[src/rtl/ram_arbiter_2p_pkg.sv]
// Shared types for the two-port RAM arbiter: FSM encoding, requester ids
// and the round-robin tie-break helper.
package ram_arbiter_2p_pkg;

  typedef enum logic [1:0] {
    ST_IDLE  = 2'd0,
    ST_OWN_A = 2'd1,
    ST_OWN_B = 2'd2
  } state_e;

  typedef enum logic {
    SIDE_A = 1'b0,
    SIDE_B = 1'b1
  } side_e;

  // On a tie the side that was not served last wins.
  function automatic side_e tie_winner(input side_e last);
    return (last == SIDE_A) ? SIDE_B : SIDE_A;
  endfunction

endpackage

[src/rtl/ram_arb_port_rsp.sv]
// Per-requester read response stage: captures RAM read data one cycle
// after an accepted read and raises a single-cycle valid pulse.
module ram_arb_port_rsp
  import ram_arbiter_2p_pkg::*;
#(
  parameter int DW = 8
) (
  input  logic          clk_i,
  input  logic          rst_i,
  input  logic          rd_fire_i,
  input  logic [DW-1:0] mem_rdata_i,
  output logic          rvalid_o,
  output logic [DW-1:0] rdata_o
);

  logic          rvalid_q, rvalid_d;
  logic [DW-1:0] rdata_q, rdata_d;

  // Next response: load on an accepted read, otherwise hold the last data.
  always_comb begin
    rvalid_d = rd_fire_i;
    if (rd_fire_i) begin
      rdata_d = mem_rdata_i;
    end else begin
      rdata_d = rdata_q;
    end
  end

  // Response registers.
  always_ff @(posedge clk_i or posedge rst_i) begin
    if (rst_i) begin
      rvalid_q <= 1'b0;
      rdata_q  <= {DW{1'b0}};
    end else begin
      rvalid_q <= rvalid_d;
      rdata_q  <= rdata_d;
    end
  end

  assign rvalid_o = rvalid_q;
  assign rdata_o  = rdata_q;

endmodule

[src/rtl/ram_arbiter_2p.sv]
// Round-robin arbiter sharing one single-access RAM between requesters A
// and B, with bounded locked bursts and registered read responses.
module ram_arbiter_2p
  import ram_arbiter_2p_pkg::*;
#(
  parameter int AW       = 4,
  parameter int DW       = 8,
  parameter int MAX_LOCK = 4
) (
  input  logic          clk,
  input  logic          rst,
  input  logic          a_valid,
  input  logic          a_we,
  input  logic          a_lock,
  input  logic [AW-1:0] a_addr,
  input  logic [DW-1:0] a_wdata,
  output logic          a_ready,
  output logic          a_rvalid,
  output logic [DW-1:0] a_rdata,
  input  logic          b_valid,
  input  logic          b_we,
  input  logic          b_lock,
  input  logic [AW-1:0] b_addr,
  input  logic [DW-1:0] b_wdata,
  output logic          b_ready,
  output logic          b_rvalid,
  output logic [DW-1:0] b_rdata,
  output logic [AW-1:0] mem_addr,
  output logic [DW-1:0] mem_wdata,
  output logic          mem_we,
  input  logic [DW-1:0] mem_rdata
);

  localparam int             LCW       = (MAX_LOCK > 1) ? $clog2(MAX_LOCK) : 1;
  localparam logic [LCW-1:0] LOCK_LAST = LCW'(MAX_LOCK - 1);

  state_e         state_q, state_d;
  side_e          last_q, last_d;
  logic [LCW-1:0] lock_cnt_q, lock_cnt_d;
  logic           gnt_a_s, gnt_b_s;
  logic           acc_a_s, acc_b_s;

  // Grant: owner keeps the RAM while locked, otherwise round-robin on ties.
  always_comb begin
    gnt_a_s = 1'b0;
    gnt_b_s = 1'b0;
    case (state_q)
      ST_IDLE: begin
        if (a_valid && b_valid) begin
          if (tie_winner(last_q) == SIDE_A) begin
            gnt_a_s = 1'b1;
          end else begin
            gnt_b_s = 1'b1;
          end
        end else if (a_valid) begin
          gnt_a_s = 1'b1;
        end else if (b_valid) begin
          gnt_b_s = 1'b1;
        end else begin
          gnt_a_s = 1'b0;
        end
      end
      ST_OWN_A: gnt_a_s = a_valid;
      ST_OWN_B: gnt_b_s = b_valid;
      default: begin
        gnt_a_s = 1'b0;
        gnt_b_s = 1'b0;
      end
    endcase
  end

  // No beat may transfer while reset is held.
  assign acc_a_s = gnt_a_s & a_valid & ~rst;
  assign acc_b_s = gnt_b_s & b_valid & ~rst;
  assign a_ready = acc_a_s;
  assign b_ready = acc_b_s;

  // Lock tracking: extend a burst until the count runs out or the owner goes idle.
  always_comb begin
    state_d    = state_q;
    last_d     = last_q;
    lock_cnt_d = lock_cnt_q;
    if (acc_a_s) begin
      if (a_lock && (lock_cnt_q < LOCK_LAST)) begin
        state_d    = ST_OWN_A;
        lock_cnt_d = lock_cnt_q + LCW'(1'b1);
      end else begin
        state_d    = ST_IDLE;
        lock_cnt_d = {LCW{1'b0}};
        last_d     = SIDE_A;
      end
    end else if (acc_b_s) begin
      if (b_lock && (lock_cnt_q < LOCK_LAST)) begin
        state_d    = ST_OWN_B;
        lock_cnt_d = lock_cnt_q + LCW'(1'b1);
      end else begin
        state_d    = ST_IDLE;
        lock_cnt_d = {LCW{1'b0}};
        last_d     = SIDE_B;
      end
    end else if ((state_q == ST_OWN_A) && !a_valid) begin
      state_d    = ST_IDLE;
      lock_cnt_d = {LCW{1'b0}};
      last_d     = SIDE_A;
    end else if ((state_q == ST_OWN_B) && !b_valid) begin
      state_d    = ST_IDLE;
      lock_cnt_d = {LCW{1'b0}};
      last_d     = SIDE_B;
    end else if (!(state_q inside {ST_IDLE, ST_OWN_A, ST_OWN_B})) begin
      state_d    = ST_IDLE;
      lock_cnt_d = {LCW{1'b0}};
    end else begin
      state_d = state_q;
    end
  end

  // Arbiter state registers.
  always_ff @(posedge clk or posedge rst) begin
    if (rst) begin
      state_q    <= ST_IDLE;
      last_q     <= SIDE_B;
      lock_cnt_q <= {LCW{1'b0}};
    end else begin
      state_q    <= state_d;
      last_q     <= last_d;
      lock_cnt_q <= lock_cnt_d;
    end
  end

  // RAM port follows the granted side; A's fields are parked when nobody is granted.
  assign mem_addr  = gnt_b_s ? b_addr : a_addr;
  assign mem_wdata = gnt_b_s ? b_wdata : a_wdata;
  assign mem_we    = (acc_a_s & a_we) | (acc_b_s & b_we);

  ram_arb_port_rsp #(.DW(DW)) u_rsp_a (
    .clk_i       (clk),
    .rst_i       (rst),
    .rd_fire_i   (acc_a_s & ~a_we),
    .mem_rdata_i (mem_rdata),
    .rvalid_o    (a_rvalid),
    .rdata_o     (a_rdata)
  );

  ram_arb_port_rsp #(.DW(DW)) u_rsp_b (
    .clk_i       (clk),
    .rst_i       (rst),
    .rd_fire_i   (acc_b_s & ~b_we),
    .mem_rdata_i (mem_rdata),
    .rvalid_o    (b_rvalid),
    .rdata_o     (b_rdata)
  );

endmodule

[config.mk]
export PLATFORM = sky130hd
export DESIGN_NAME = ram_arbiter_2p
export DESIGN_NICKNAME = d
export VERILOG_FILES = /design/src/rtl/ram_arbiter_2p_pkg.sv /design/src/rtl/ram_arb_port_rsp.sv /design/src/rtl/ram_arbiter_2p.sv
export SDC_FILE = /design/constraint.sdc
export NUM_CORES = 1
export LEC_CHECK = 0
export ABC_AREA = 1
export BUFFER_PORTS_ARGS = -buffer_cell sky130_fd_sc_hd__buf_2
export CAP_MARGIN = 20
export CORE_MARGIN = 10
export CORE_UTILIZATION = 44
export DETAILED_ROUTE_END_ITERATION = 16
export PLACE_DENSITY = 0.83
export SLEW_MARGIN = 20
export SYNTH_ARGS = -nofsm -noshare
export SYNTH_HDL_FRONTEND = slang
export SYNTH_SLANG_ARGS = --single-unit
[constraint.sdc]
create_clock -name clk -period 1.75 [get_ports clk]
set_input_delay 0.175 -clock clk [delete_from_list [all_inputs] [get_ports clk]]
set_output_delay 0.175 -clock clk [all_outputs]
set_load 0.01 [all_outputs]
Yosys cells after proc, flatten, opt, wreduce, memory -nomap -nowiden --
Index checks and enable logic that the tools add are counted.
Word-level totals: bits in registers 23, input port bits 40, output and inout port bits 33, word-level logic and storage cells 65
Cells by class: $add $sub $neg 1, magnitude comparators 1, equality and inequality tests 5, mux-type cells 28, bitwise logic cells 12, reduce and logical (&&, ||, !) cells 11
Operator list (number):
- $mux W2 | 10
- $mux W1 | 14
- $and A1 B1 Y1 | 8
- $mux W8 | 1
- $logic_and A1 B1 Y1 | 5
- $ne A5 B5 Y1 const B | 1
- $mux W4 | 1
- $pmux W1 S2 | 2
- $reduce_bool A4 Y1 | 1
- $ne A3 B3 Y1 const B | 1
- $not A1 Y1 | 3
- $reduce_and A3 Y1 | 1
- $reduce_bool A3 Y1 | 1
- $add A2 B1 Y2 const B | 1
- $eq A2 B1 Y1 const B | 1
- $eq A2 B2 Y1 const B | 1
- $logic_not A1 Y1 | 2
- $logic_not A2 Y1 | 1
- $lt A2 B2 Y1 const B | 1
- $ne A2 B2 Y1 const B | 1
- $or A1 B1 Y1 | 1

Longest topological paths before layout --
Gate-level depths: netlist (run 1).
depth after elaboration 8, gate-level depth with buffers 9, gate-level depth less buffers 8

Hierarchy --
Synthesis (run 1) repeated with hierarchy kept, for this count alone.
Second synthesis, totals: cells, all modules 144, area total of the unflattened synthesis 1238.7 µm²
By module, submodules not included:
- ram_arb_port_rsp | times used 2, cells an instance 36, area an instance 334.1 µm², sequential area each 225.2 µm²
- ram_arbiter_2p | times used 1, cells an instance 72, area an instance 570.5 µm², sequential area each 126.4 µm²

Worst setup path after synthesis (run 1) --
OpenSTA, ideal clock, no wires.
path kind input to output, from input port rst, to output port mem_we, arrival time 1219 ps, required time 1575 ps, path slack 356 ps, stages on the path 3, path buffers 0, cell sequence inv_1 nand3_4 o21ai_0
Between the ends: cells in the longest elaborated chain, start to end 4, elaborated cells between the ends (all ways) 6, classes of those cells bitwise: 6
Ends and longest elaborated chain:
- start: declaration | RTL line ram_arbiter_2p.sv:11 | input logic rst,
- $not A1 Y1 * | RTL line ram_arbiter_2p.sv:73, ram_arbiter_2p.sv:74
- $and A1 B1 Y1, on equally long branches | RTL line ram_arbiter_2p.sv:73, ram_arbiter_2p.sv:74
- $and A1 B1 Y1 | RTL line ram_arbiter_2p.sv:133 | assign mem_we = (acc_a_s & a_we) | (acc_b_s & b_we);
- $or A1 B1 Y1 * | RTL line ram_arbiter_2p.sv:133
- end: declaration | RTL line ram_arbiter_2p.sv:30 | output logic mem_we,
Mark *: on every way between the ends. The rest lies on a longest branch, timed or not.

Worst setup path in the final report (run 1) --
from register last_q, to output port mem_addr[1]
Between the ends: cells in the longest elaborated chain, start to end 4
Ends and longest elaborated chain:
- start: declaration | RTL line ram_arbiter_2p.sv:38 | side_e last_q, last_d;
- start signal: assignment | RTL line ram_arbiter_2p.sv:125 | last_q <= last_d;
- $mux W1 | RTL line ram_arbiter_2p.sv:50 | if (tie_winner(last_q) == SIDE_A) begin
- $mux W1 | RTL line ram_arbiter_2p.sv:49 | if (a_valid && b_valid) begin
- $pmux W1 S2 | RTL line ram_arbiter_2p.sv:47 | case (state_q)
- $mux W4 | RTL line ram_arbiter_2p.sv:131 | assign mem_addr = gnt_b_s ? b_addr : a_addr;
- end: declaration | RTL line ram_arbiter_2p.sv:28 | output logic [AW-1:0] mem_addr,
Every way passes these cells.

==> results by group, run 1 <==
Cells and area
  • Fin area: 1900 sq um
  • Area grow syn2layout: 45.8%
  • N_diodes: 0
  • Commonest non-fill, non-tap cell in the layout: buf_2
  • Layout cells sized above 1: 51.1%
  • Commonest non-fill, non-tap cells in the layout: buf_2, nand2_1, dfrtp_1
  • Nets: 267

Clocking
  • Worst-path clk slew: 0.13 ns
  • CTS Sinks: 23
  • Cts-stage hold buffer count: 0
  • # H-tree levels: 1
  • Max clock buf depth: 2
  • Worst-Skew Late Latency: 0.31 ns
  • CTS tree: built
  • Total CTS buffers: 3
  • Root buffer cell: clkbuf_4

Yosys
  • Top post-synthesis cells by area: dfrtp_1, nand2_1, mux2_4, nand3_4, o21ai_0
  • Mapped cell area: 1300 sq um
  • Syn Inst Count: 141
  • Netlist cell types: 21
  • Net Count, Synth: 182
  • Count of state elements after synthesis: 23
  • Mean Syn Cell Area: 9.24 sq um
  • Sequential-to-total area share from yosys stat: 44.3%
  • Synth Warn #: 0
  • Area fraction of the dominant cell type after synthesis: 42.3%
  • Largest area contributor in the netlist: dfrtp_1

STA
  • Least-Margin Pin Slew: 0.281 ns
  • Worst setup margin: -0.0615 ns
  • Max frequency: 552 MHz
  • Final min period: 1.81 ns
  • Clk_skew: 0.00315 ns
  • Fin Hold WS: 0.0185 ns
  • RSZ-0062 raised after global routing: yes
  • Final Max Tran Viols: 0
  • Final period util: 104%
  • Final setup viols: 13
  • Final hold vios: 0
  • Rel. slew slack: 81.3%

Setup path
  • Crit path kind: flip-flop to output pin
  • FF-to-FF End: lock_cnt_q[0]
  • Worst R2R Start: last_q
  • Critical Path End Type: output pin
  • Worst path required time: 1.57 ns
  • R2r setup slk: 0.12 ns
  • CP max FO: 6
  • Crit path DAT: 1.64 ns
  • Reg2Reg Depth: 10
  • Worst setup SP type: flip-flop

Drt
  • Detailed-route DRC error count: 0
  • First-pass DRT Iterations: 4
  • Initial DRC Count: 63
  • Routed Antenna Nets: 0
  • DRT Wirelength: 4.08 mm
  • DR WL/cell: 15.9 microns
  • Drt via density: 4.79
  • Routed via count: 1225

Placed design
  • Area after DPL: 1680 sq um
  • PortBufs: 72
  • Post-DP HPWL: 3.07 mm
  • RD Place Congestion: 0.849
  • Worst slack, placed: 0.217 ns

Hold path
  • Min-Delay Path Class: primary input to asynchronous set/reset pin

Floorplanning
  • Io pins: 73
  • Die X: 74.4 microns
  • Die H: 74.4 microns
  • Core ar.: 2810 sq um
  • Full die area: 5540 sq um
  • Initial Utilization: 46.4%
  • FP Rows: 19

GRT
  • Vias in the first global route: 1240
  • Largest net degree at the start of global routing: 24
  • First-pass GRT wire length: 5.69 mm
  • Total track usage: 12.9%
  • Initial antenna violation count: 0
  • Remaining global-route overflow: 0

Power and ir drop
  • Worst vdd rail ir drop: 0.740 mV
  • Leakage power figure: 1.12 nW
  • PwrDens: 1230 nW/um^2

Run status
  • Status: complete, but fails checks
  • Failing checks: setup timing

Flow run
  • Max-cap viol count: 0
-- registers in the layout, indices dropped and copies added, names as in the netlist --
signal            cells
lock_cnt_q            2
u_rsp_b.rdata_o       8
u_rsp_a.rdata_o       8
u_rsp_b.rvalid_o      1
state_q               2
last_q                1
u_rsp_a.rvalid_o      1
-- final cells by class --
type	count	area, sq um
inverter	12	50.0
timing repair buffer	82	527
clock buffer	3	22.5
clock inverter	1	7.51
tap	31	38.8
multi-input combinational	104	676
sequential	23	578
fill	225	906
-- cell families (layout without fill, tap and decap cells) --
| logic type | Yosys count | count (layout) | share of synthesized area (%) |
|---|---|---|---|
| AND/OR/NAND/NOR | 80 | 81 | 31.0 |
| flip-flops | 23 | 23 | 44.3 |
| buffers and inverters | 15 | 98 | 6.63 |
| multiplexers | 12 | 12 | 13.3 |
| AO/OA/AOI/OAI | 10 | 10 | 3.84 |
| adder cells (fa/ha/maj) | 1 | 1 | 0.960 |
-- synthesized netlist by cell type --
cell and count:
buf_6 2, clkbuf_8 1, clkinv_4 1, dfrtp_1 22, dfstp_2 1, ha_1 1
inv_1 9, inv_2 2, mux2_2 2, mux2_4 10, nand2_1 57, nand2_2 1
nand2_4 2, nand3_1 7, nand3_4 3, nand4_1 1, nor2_1 5, nor2_2 1
nor2_4 2, nor2_8 1, o21ai_0 10
-- through the flow --
step                util (%)  std cells  power [W]  setup TNS, ns
floorplan                  -        141    0.00150              0
global placement        59.9        243    0.00184              0
detailed placement      59.9        243    0.00187              0
CTS                     63.3        248    0.00220         -0.990
global route            67.7        256    0.00250          -1.54
finish                  67.7        256    0.00233         -0.615
-- per-layer routing --
| metal | track usage, % | up-vias | routed length (microns) |
|---|---|---|---|
| li1 | - | 623 | - |
| met4 | 2.52 | 0 | 2 |
| met5 | 0 | - | 0 |
| met1 | 14.1 | 556 | 1510 |
| met2 | 23.9 | 44 | 2210 |
| met3 | 4.26 | 2 | 352 |
-- what timing repair did --
item | 4_1_cts | 5_1_grt
resized for setup | 9 | 11
gates cloned | 1 | 0
pin swaps | 3 | 5
setup buffers | 0 | 8
endpoints found under the setup margin | 12 | 13
-- report_power, final --
group	leakage (nW)	switching (W)	internal, W
clock network	0.0139	0.000163	0.0000871
registers	0.289	0.000124	0.000745
logic	0.821	0.000628	0.000584
-- worst max path at each step --
stage,slack [ns],start,to,cells past startpoint
after floorplan,0.36,rst,mem_we,3
after global routing,-0.14,last_q,mem_addr[1],4
final,-0.06,last_q,mem_addr[1],4
after CTS,-0.1,last_q,mem_wdata[2],4
after detailed placement,0.22,last_q,mem_wdata[7],4
after global placement,0.24,last_q,mem_addr[3],4
-- critical path, cell delays in order (launching register included) --
cell and delay, ns:
dfstp_2 0.58, nand3_4 0.15, nand2_8 0.15, mux2_4 0.32, buf_6 0.12
Note: power is estimated with default switching activity, not from simulation.
==> inputs of run 2 (changes only) <==
- TNS_END_PERCENT: default -> 20
==> results by group, run 2 (synthesized netlist as in run 1, its figures left out) <==
Floorplanning
  • Io pins: 73
  • Core ar.: 2810 sq um
  • FP Rows: 19
  • Die H: 74.4 microns
  • Die X: 74.4 microns
  • Initial Utilization: 46.4%
  • Full die area: 5540 sq um

Placed design
  • PortBufs: 72
  • Worst slack, placed: 0.217 ns
  • Post-DP HPWL: 3.07 mm
  • RD Place Congestion: 0.849

Flow run
  • Max-cap viol count: 0

STA
  • Rel. slew slack: 81.3%
  • Worst setup margin: -0.0722 ns
  • RSZ-0062 raised after global routing: yes
  • Least-Margin Pin Slew: 0.280 ns
  • Fin Setup TNS: -0.560 ns
  • Final Max Tran Viols: 0
  • Final min period: 1.82 ns
  • Final setup viols: 12
  • Final period util: 104%
  • Clk_skew: 0.00313 ns
  • Max frequency: 549 MHz
  • Final hold vios: 0

Drt
  • Drt via density: 4.74
  • Routed Antenna Nets: 0
  • Initial DRC Count: 75
  • DRT Wirelength: 3.93 mm
  • Detailed-route DRC error count: 0
  • Routed via count: 1185
  • First-pass DRT Iterations: 5
  • DR WL/cell: 15.7 microns

Setup path
  • Critical Path End Type: output pin
  • Worst setup SP type: flip-flop
  • Worst path required time: 1.57 ns
  • Crit. Startpoint: last_q
  • CP max FO: 6
  • Worst R2R Start: last_q
  • Crit path kind: flip-flop to output pin
  • Crit path DAT: 1.65 ns

Clocking
  • # H-tree levels: 1
  • Cts-stage hold buffer count: 0
  • Max clock buf depth: 2
  • Total CTS buffers: 3
  • Worst-path clk slew: 0.13 ns
  • Worst-Skew Late Latency: 0.31 ns
  • CTS Sinks: 23
  • Root buffer cell: clkbuf_4
  • CTS tree: built

GRT
  • First-pass GRT wire length: 5.69 mm
  • Largest net degree at the start of global routing: 24
  • Vias in the first global route: 1240
  • Total track usage: 12.9%
  • Remaining global-route overflow: 0
  • Initial antenna violation count: 0

Cells and area
  • Multi-input logic area: 676 sq um
  • N_diodes: 0
  • Layout cells sized above 1: 49.8%
  • Layout filler cell count: 231
  • FF/Latch Area: 578 sq um
  • Nets: 261
  • Area grow syn2layout: 42.3%
  • Commonest non-fill, non-tap cell in the layout: buf_2
  • Commonest non-fill, non-tap cells in the layout: buf_2, nand2_1, dfrtp_1

Hold path
  • Min-Delay Path Class: primary input to asynchronous set/reset pin

Power and ir drop
  • Leakage power figure: 1.09 nW
  • Worst vdd rail ir drop: 0.739 mV
  • PwrDens: 1220 nW/um^2

Run status
  • Failing checks: setup timing
  • Status: complete, but fails checks
[run 2: cell type report]
cell class                 instances  area share, %
clock buffer                       3           1.22
clock inverter                     1          0.405
inverter                          12           2.84
multi-input combinational        104           36.5
sequential                        23           31.2
tap                               31           2.09
timing repair buffer              76           25.8
[run 2: final timing paths]
check | cells past startpoint | to | slack, ns
max in group asynchronous | 3 | last_q | 1.45
min | 3 | u_rsp_a.rdata_o[3] | 0.02
max reg2reg | 8 | u_rsp_b.rdata_o[0] | 0.19
max | 4 | mem_addr[0] | -0.07
min in group clk | 3 | u_rsp_b.rdata_o[7] | 0.06
min reg2reg | 2 | u_rsp_b.rdata_o[2] | 0.50
[run 2: stage by stage]
stage                     utilization [%]  hold WS (ns)  std cells  instance area [sq um]  power, W
after global routing                 66.1        0.0329        250                   1850   0.00243
after detailed placement             59.9         0.364        243                   1680   0.00187
after global placement               59.9         0.361        243                   1680   0.00184
after CTS                            63.3       0.00386        248                   1780   0.00220
after floorplan                         -         0.216        141                   1300   0.00150
final                                66.1        0.0202        250                   1850   0.00226
[run 2: per-layer routing]
metal	vias to the layer above	global-route usage, %	share of wire (%)
li1	609	-	-
met1	525	14.1	38
met2	47	23.9	52
met3	4	4.26	8.8
met4	0	2.52	1.6
met5	-	0	0
[run 2: what timing repair did]
| action | in CTS | in global routing |
|---|---|---|
| gates resized for setup | 9 | 11 |
| cloned | 1 | 0 |
| setup buffers | 0 | 2 |
| pin swaps | 3 | 4 |
| setup endpoints to repair | 12 | 13 |
[run 2: critical path: stages, from the launching register on]
cell,delay [ns]
dfstp_2,0.59
nand3_4,0.15
nand2_8,0.15
mux2_4,0.32
buf_6,0.13
[run 2: power breakdown]
group / switching (W) / internal [W]
Sequential: 0.000134 / 0.000745
Clock: 0.000163 / 0.0000871
Combinational: 0.000599 / 0.000534
==> inputs of run 3 (changes only) <==
- PLACE_DENSITY: 0.83 -> 0.86
==> results by group, run 3 (synthesized netlist as in run 1, its figures left out) <==
Setup path
  • Worst setup SP type: flip-flop
  • Worst R2R Start: last_q
  • FF-to-FF End: u_rsp_b.rdata_o[3]
  • Crit. Startpoint: last_q
  • Crit path kind: flip-flop to output pin
  • Worst path required time: 1.57 ns
  • Reg2Reg Depth: 8
  • Crit path DAT: 1.63 ns
  • Slowest stage delay, CP: 0.59 ns
  • R2r setup slk: 0.21 ns
  • CP endpoint: mem_addr[1]
  • Cells along the critical path: nand3_4 -> nand2_8 -> mux2_4 -> buf_6
  • CP max FO: 6
  • Crit-path slowest cell: dfstp_2
  • Critical Path End Type: output pin

STA
  • Final min period: 1.80 ns
  • Final period util: 103%
  • Max frequency: 555 MHz
  • Rel. slew slack: 83.2%
  • Final Max Tran Viols: 0
  • RSZ-0062 raised after global routing: yes
  • Worst setup margin: -0.0529 ns
  • Final hold vios: 0
  • Least-Margin Pin Slew: 0.253 ns
  • Clk_skew: 0.00616 ns
  • Final setup viols: 12
  • Fin Hold WS: 0.0594 ns

Floorplanning
  • Initial Utilization: 46.4%
  • Die H: 74.4 microns
  • Core ar.: 2810 sq um
  • Full die area: 5540 sq um
  • Die X: 74.4 microns
  • FP Rows: 19
  • Io pins: 73

Drt
  • DRT Wirelength: 4.35 mm
  • Routed via count: 1287
  • Initial DRC Count: 74
  • Routed Antenna Nets: 0
  • First-pass DRT Iterations: 4
  • DR WL/cell: 17.1 microns
  • Drt via density: 5.05
  • Detailed-route DRC error count: 0

Cells and area
  • Commonest non-fill, non-tap cell in the layout: buf_2
  • Nets: 266
  • Area grow syn2layout: 44.7%
  • N_diodes: 0
  • Post-Route Utilization: 67.2%
  • Commonest non-fill, non-tap cells in the layout: buf_2, nand2_1, dfrtp_1
  • Layout cells sized above 1: 50.0%

Power and ir drop
  • Psw: 0.000900 W
  • Sw frac: 39.6%
  • PwrDens: 1210 nW/um^2
  • Reg power frac: 38.5%
  • Clock network power share: 10.7%
  • Leakage power figure: 1.12 nW
  • Logic gate share of total power: 50.9%
  • Internal Power: 0.00138 W
  • Worst vdd rail ir drop: 0.810 mV

Run status
  • Failing checks: setup timing
  • Status: complete, but fails checks

Placed design
  • RD Place Congestion: 0.804
  • Post-DP HPWL: 3.22 mm
  • PortBufs: 72
  • Worst slack, placed: 0.226 ns

Clocking
  • CTS Sinks: 23
  • Root buffer cell: clkbuf_4
  • CTS tree: built
  • Worst-path clk slew: 0.12 ns
  • Total CTS buffers: 3
  • Max clock buf depth: 2
  • Worst-Skew Late Latency: 0.31 ns
  • # H-tree levels: 1

Hold path
  • Min-Delay Path Class: primary input to flip-flop

GRT
  • First-pass GRT wire length: 6.70 mm
  • Vias in the first global route: 1331
  • Remaining global-route overflow: 0
  • Largest net degree at the start of global routing: 18
  • Initial antenna violation count: 0
  • Total track usage: 15.4%

Flow run
  • Max-cap viol count: 0
## run 3: repair_timing
item,4_1_cts,5_1_grt
resized for setup,20,1
hold endpoints to repair,5,0
hold buffers,2,0
endpoints found under the setup margin,12,14
pin swaps,4,2
setup buffers,2,3
gates cloned,1,0
## run 3: power by group through the flow
| stage | clock network [W] | registers, W | logic [W] |
|---|---|---|---|
| 6_report | 0.000243 | 0.000876 | 0.00116 |
| 5_1_grt | 0.000271 | 0.000906 | 0.00128 |
| 4_1_cts | 0.000245 | 0.000878 | 0.00114 |
| 3_5_place_dp | 0 | 0.000880 | 0.000997 |
| 3_3_place_gp | 0 | 0.000878 | 0.000965 |
| 2_1_floorplan | 0 | 0.000949 | 0.000550 |
## run 3: per-layer routing
metal,share of wire (%),vias up,GRT usage (%)
met2,51,67,29.1
met1,37,598,16.1
li1,-,618,-
met4,0.48,0,3.15
met3,12,4,5.05
met5,0,-,0
## run 3: how the worst min path moves through the flow
stage	from	endpoint	slack, ns	cells after the start
after detailed placement	rst	state_q[1]	0.18	2
after global routing	mem_rdata[2]	u_rsp_b.rdata_o[2]	0.06	3
after floorplan	rst	lock_cnt_q[0]	0.22	1
final	mem_rdata[5]	u_rsp_b.rdata_o[5]	0.06	3
after CTS	mem_rdata[5]	u_rsp_b.rdata_o[5]	0.06	3
after global placement	rst	state_q[1]	0.17	2
## run 3: worst max-delay path, delay by kind of cell, from the launching register on
family,cells,cell delay [ns]
buffers and inverters,1,0.13
and+or+nand+nor,2,0.29
DFF,1,0.59
muxes,1,0.31
## run 3: stage by stage
stage	power, W	area [sq um]	setup TNS, ns	std cells
final	0.00228	1880	-0.498	255
after global routing	0.00246	1880	-1.34	255
after global placement	0.00184	1680	0	243
after floorplan	0.00150	1300	0	141
after CTS	0.00227	1860	-0.536	252
after detailed placement	0.00188	1680	0	243
## run 3: final cells by class
type / count / area [sq um]
Clock inverter: 1 / 5.00
Tap cell: 31 / 38.8
Multi-Input combinational cell: 104 / 676
Clock buffer: 3 / 22.5
Inverter: 12 / 52.6
Fill cell: 230 / 921
Timing Repair Buffer: 81 / 512
Sequential cell: 23 / 578
